`src/rtl/pb_press_classifier.sv`:
```
// Classifies debounced button presses into short / long / auto-repeat step pulses.
// Build option: define PB_AUTOREPEAT_EN to enable repeat pulses while long-held.
module pb_press_classifier #(
   parameter int LONG_CYCLES   = 1000,
   parameter int REPEAT_CYCLES = 250
) (
   input  logic clk,
   input  logic rst,
   input  logic pressed_pulse,
   input  logic pressed_status,
   input  logic released_pulse,
   output logic short_press,
   output logic long_press,
   output logic repeat_pulse,
   output logic step_pulse,
   output logic busy
);

   localparam int MAX_CYCLES = (LONG_CYCLES > REPEAT_CYCLES) ? LONG_CYCLES : REPEAT_CYCLES;
   localparam int CNT_W      = $clog2(MAX_CYCLES) + 1;
   localparam logic [CNT_W-1:0] LONG_LAST = CNT_W'(LONG_CYCLES - 1);
`ifdef PB_AUTOREPEAT_EN
   localparam logic [CNT_W-1:0] REP_LAST  = CNT_W'(REPEAT_CYCLES - 1);
`endif

   typedef enum logic [1:0] {
      S_IDLE = 2'd0,
      S_HOLD = 2'd1,
      S_LONG = 2'd2
   } state_t;

   state_t           r_state;
   state_t           w_state_nxt;
   logic [CNT_W-1:0] r_cnt;
   logic [CNT_W-1:0] w_cnt_nxt;
   logic             w_short;
   logic             w_long;
   logic             w_rep;

   always_ff @(posedge clk or posedge rst) begin
      if (rst) begin
         r_state      <= S_IDLE;
         r_cnt        <= '0;
         short_press  <= 1'b0;
         long_press   <= 1'b0;
         repeat_pulse <= 1'b0;
         step_pulse   <= 1'b0;
         busy         <= 1'b0;
      end else begin
         r_state      <= w_state_nxt;
         r_cnt        <= w_cnt_nxt;
         short_press  <= w_short;
         long_press   <= w_long;
         repeat_pulse <= w_rep;
         step_pulse   <= w_short | w_long | w_rep;
         // rises with entry to HOLD, falls one cycle after return to IDLE
         busy         <= (r_state != S_IDLE) || (w_state_nxt != S_IDLE);
      end
   end

   always_comb begin
      w_state_nxt = r_state;
      w_cnt_nxt   = r_cnt;
      w_short     = 1'b0;
      w_long      = 1'b0;
      w_rep       = 1'b0;
      case (r_state)
         S_IDLE: begin
            w_cnt_nxt = '0;
            if (pressed_pulse) begin
               w_state_nxt = S_HOLD;
            end
         end
         S_HOLD: begin
            if (released_pulse) begin
               w_state_nxt = S_IDLE;
               w_cnt_nxt   = '0;
               w_short     = 1'b1;
            end else if (!pressed_status) begin
               w_state_nxt = S_IDLE;
               w_cnt_nxt   = '0;
            end else if (r_cnt == LONG_LAST) begin
               w_state_nxt = S_LONG;
               w_cnt_nxt   = '0;
               w_long      = 1'b1;
            end else begin
               w_cnt_nxt = r_cnt + 1'b1;
            end
         end
         S_LONG: begin
            if (released_pulse || !pressed_status) begin
               w_state_nxt = S_IDLE;
               w_cnt_nxt   = '0;
`ifdef PB_AUTOREPEAT_EN
            end else if (r_cnt == REP_LAST) begin
               w_cnt_nxt = '0;
               w_rep     = 1'b1;
            end else begin
               w_cnt_nxt = r_cnt + 1'b1;
`endif
            end
         end
         default: begin
            w_state_nxt = S_IDLE;
            w_cnt_nxt   = '0;
         end
      endcase
   end

endmodule

```
`config.mk`:
```
export PLATFORM = sky130hd
export DESIGN_NAME = pb_press_classifier
export DESIGN_NICKNAME = d
export VERILOG_FILES = /design/src/rtl/pb_press_classifier.sv
export SDC_FILE = /design/constraint.sdc
export NUM_CORES = 1
export LEC_CHECK = 0
export ABC_AREA = 1
export ABC_CLOCK_PERIOD_IN_PS = 1500
export CAP_MARGIN = 20
export CORE_MARGIN = 2
export CORE_UTILIZATION = 30
export DETAILED_ROUTE_END_ITERATION = 8
export PLACE_DENSITY = 0.6
export SYNTH_ARGS = -nofsm -noshare
export SYNTH_HDL_FRONTEND = slang
export SYNTH_SLANG_ARGS = --single-unit
export TNS_END_PERCENT = 30
```
`constraint.sdc`:
```
create_clock -name clk -period 1.5 [get_ports clk]
set_clock_uncertainty 0.15 [all_clocks]
set_input_delay 0.15 -clock clk [delete_from_list [all_inputs] [get_ports clk]]
set_output_delay 0.15 -clock clk [all_outputs]
set_load 0.01 [all_outputs]
```
==> summary.txt <==
Clock network
  • Cts hold-fix bufs: 0
  • CTS H-Tree Depth: 1
  • Clock latency reported for the late side of the worst-skew pair: 0.29 ns
  • Clock Sinks: 17
  • # Post-CTS Setup Buffers: 0
  • TritonCTS buffer count: 3
  • CTS tree: yes
  • CTS max path bufs: 2
  • Clk slew on worst S/H paths: 0.10 ns
  • Root buf cell: clkbuf_4

Die
  • Initial Utilization: 0.318
  • Die area: 3740 µm²
  • Row count: 20
  • Vert. Die Dim: 61.1 µm
  • DIE WIDTH: 61.1 µm
  • IO Count: 10
  • Core footprint: 3080 µm²

Power and ir drop
  • Maximum vdd drop: 359 µV
  • Sw frac: 0.245
  • Gate power share: 0.092
  • Internal: 0.602 mW
  • Seq pwr share: 0.597
  • Switching power: 0.195 mW
  • Leak: 0.632 nW
  • Clock network power share: 0.311
  • Pwr dens: 650 nW/µm²

Place
  • Gpl congestion: 0.842
  • DP Area: 1150 µm²
  • Buffers added on ports: 8
  • Dpl hpwl: 1.51 mm

Logic synthesis
  • Mapped Area: 980 µm²
  • Count of different cell masters after synthesis: 23
  • Adder-Cell Fraction of Synth Area: 0.0128
  • Multiplexer area fraction after synthesis: 0
  • Xor/xnor share of the synthesized area: 0.0179
  • FF+latch count, synth: 17
  • Syn_area_per_cell: 7.71 µm²
  • Syn nets: 133
  • Syn Inst Count: 127
  • Largest family of logic cells by synthesized area: simple AND/OR/NAND/NOR gates
  • Compound-gate portion of the synthesized area: 0.0549
  • Synth Area in Simple Gates: 0.369
  • Sequential share of the synthesized area: 0.434
  • Yosys warnings: 0

Critical path
  • CP Class: reg -> reg
  • Worst r2r path cells: 6
  • Worst-path cell chain: ha_4 > nand2_4 > buf_6 > nor2_4 > xor2_1 > o22ai_1
  • Crit path from: r_cnt[0]$_DFFE_PP0P_
  • RR Endpoint: r_cnt[4]$_DFFE_PP0P_
  • CP Data Arrival Time: 1.49 ns
  • Crit path buffers/inverters: 1
  • Delay-heaviest family, CP: flip-flops
  • Worst setup EP type: register
  • Worst R2R Setup Slack: 0.05 ns
  • CP Launch Type: register
  • Worst EP required: 1.53 ns
  • Crit-path slowest cell: dfrtp_1
  • Critical Path Fanout Max: 4
  • Worst reg2reg startpoint: r_cnt[0]$_DFFE_PP0P_
  • CP peak stage delay: 0.42 ns

Status
  • Outcome: finished clean

Layout
  • # diodes: 0
  • Design area: 1220 µm²
  • Net count reported at finish: 151
  • Area growth from synthesis to layout: 25.0%
  • Final core occ: 0.398
  • Layout cells sized above 1: 0.222

Drt
  • Vias/cell: 4.51
  • Vias: 847
  • Final ANT Viol Nets: 0
  • Residual DRC count: 0
  • DRT Pass-1 Iters: 4
  • Starting DRC count in detailed routing: 29
  • Final WL: 1.96 mm
  • Post-DR wirelength/cell: 10.4 µm

Timing
  • Tmin final: 1.45 ns
  • Final critical-path share of the clock period: 0.967
  • Fmax: 0.689 GHz
  • Final TNS setup: 0 ns
  • Slew Viols, Final: 0
  • Hold Slack: 0.00840 ns
  • Final setup vio count: 0
  • Final count of hold timing violations: 0
  • RSZ-0062 raised after global routing: true

GRT
  • Total global-route track usage: 0.132
  • Largest net degree at the start of global routing: 18
  • Vias in the first global route: 821
  • Antenna violations before repair: 0
  • First-pass GRT wire length: 3.62 mm
  • Gr ovfl total: 0

Worst hold path
  • Worst Hold Class: in -> async

Job
  • Max Cap Viol: 0
==> registers in the layout, indices dropped and copies added (netlist names) <==
register / flops
busy: 1
long_press: 1
r_cnt: 11
r_state: 2
short_press: 1
step_pulse: 1
==> power groups by stage <==
stage               Combinational, mW  Clock, mW  Sequential, mW
floorplan                      0.0325          0           0.488
global placement               0.0724          0           0.484
detailed placement             0.0741          0           0.484
CTS                            0.0752      0.259           0.475
global route                   0.0821      0.288           0.477
finish                         0.0732      0.248           0.476
==> routing by layer <==
layer	wire length, µm	track usage
met4	39	0.0652
met3	49	0.0189
met1	934	0.178
met2	939	0.208
met5	0	0
==> area by class of cell <==
class / instances / area, µm²
Clock buffer: 3 / 22.5
Sequential cell: 17 / 425
Tap cell: 44 / 55.1
Clock inverter: 1 / 5.00
Timing Repair Buffer: 15 / 146
Inverter: 23 / 86.3
Fill cell: 321 / 1850
Multi-Input combinational cell: 85 / 484
==> kinds of logic (layout without fill, tap and decap cells) <==
kind of cell	after synthesis	after routing
adder cells (fa/ha/maj)	1	1
other	1	1
flip-flops	17	17
AND/OR/NAND/NOR	72	72
AO/OA/AOI/OAI	9	9
XOR/XNOR	2	2
buffers and inverters	25	42
==> stage by stage <==
| stage | total power, mW | std cells | setup WS, ns |
|---|---|---|---|
| after floorplan | 0.520 | 127 | 0.0685 |
| after global placement | 0.556 | 184 | -0.118 |
| after detailed placement | 0.558 | 184 | -0.145 |
| after CTS | 0.810 | 188 | 0.00847 |
| after global routing | 0.848 | 188 | -0.0645 |
| final | 0.797 | 188 | 0.0489 |
==> worst reg2reg max path, cell delays in order, from the launching register on <==
cell and delay, ns:
dfrtp_1 0.42, ha_4 0.17, nand2_4 0.07, buf_6 0.13
nor2_4 0.15, xor2_1 0.17, o22ai_1 0.10
==> what timing repair did <==
action / 4_1_cts / 5_1_grt
endpoints found under the setup margin: 5 / 14
hold endpoints to repair: 0 / 0
gates resized for setup: 1 / 11
pin swaps: 0 / 6
==> cell usage after synthesis <==
library cell  instances  area share
nor2_4                4       0.046
ha_1                  1       0.013
nand4_1               2       0.013
nor2_2                4       0.026
nor2_1               13       0.050
nand3_1              12       0.061
conb_1                1      0.0038
dfrtp_1              17        0.43
nand2_4               1       0.011
buf_6                 1       0.011
buf_4                 1      0.0077
o21ai_1               1      0.0051
inv_2                 2      0.0077
inv_1                21       0.080
a21oi_2               1      0.0089
nand3_2               3       0.031
o22ai_1               2       0.013
o21ai_0               2       0.010
xor2_1                2       0.018
nand2_2               2       0.013
o31ai_1               1      0.0077
nand2_1              31        0.12
a21oi_1               2       0.010
==> worst max-delay path by stage <==
stage	to	slack [ns]	cells after the start
2_1_floorplan	r_cnt[10]$_DFFE_PP0P_	0.07	8
3_3_place_gp	r_cnt[9]$_DFFE_PP0P_	-0.12	7
3_5_place_dp	r_cnt[9]$_DFFE_PP0P_	-0.15	7
4_1_cts	r_cnt[9]$_DFFE_PP0P_	0.008	8
5_1_grt	r_cnt[10]$_DFFE_PP0P_	-0.06	7
6_report	r_cnt[4]$_DFFE_PP0P_	0.05	6
==> placed cells by master, fill, tap and decap left out, types with 3 or more instances in the layout <==
cell             instances
nor2_4                   5
nand3_1                 10
buf_4                    6
nand2_1                 30
nor2_1                  13
dlymetal6s2s_1           4
clkdlybuf4s50_1          4
clkbuf_4                 3
inv_1                   21
nor2_2                   3
nand3_2                  5
dfrtp_1                 17
No activity file was read; power rests on OpenSTA's default activity.
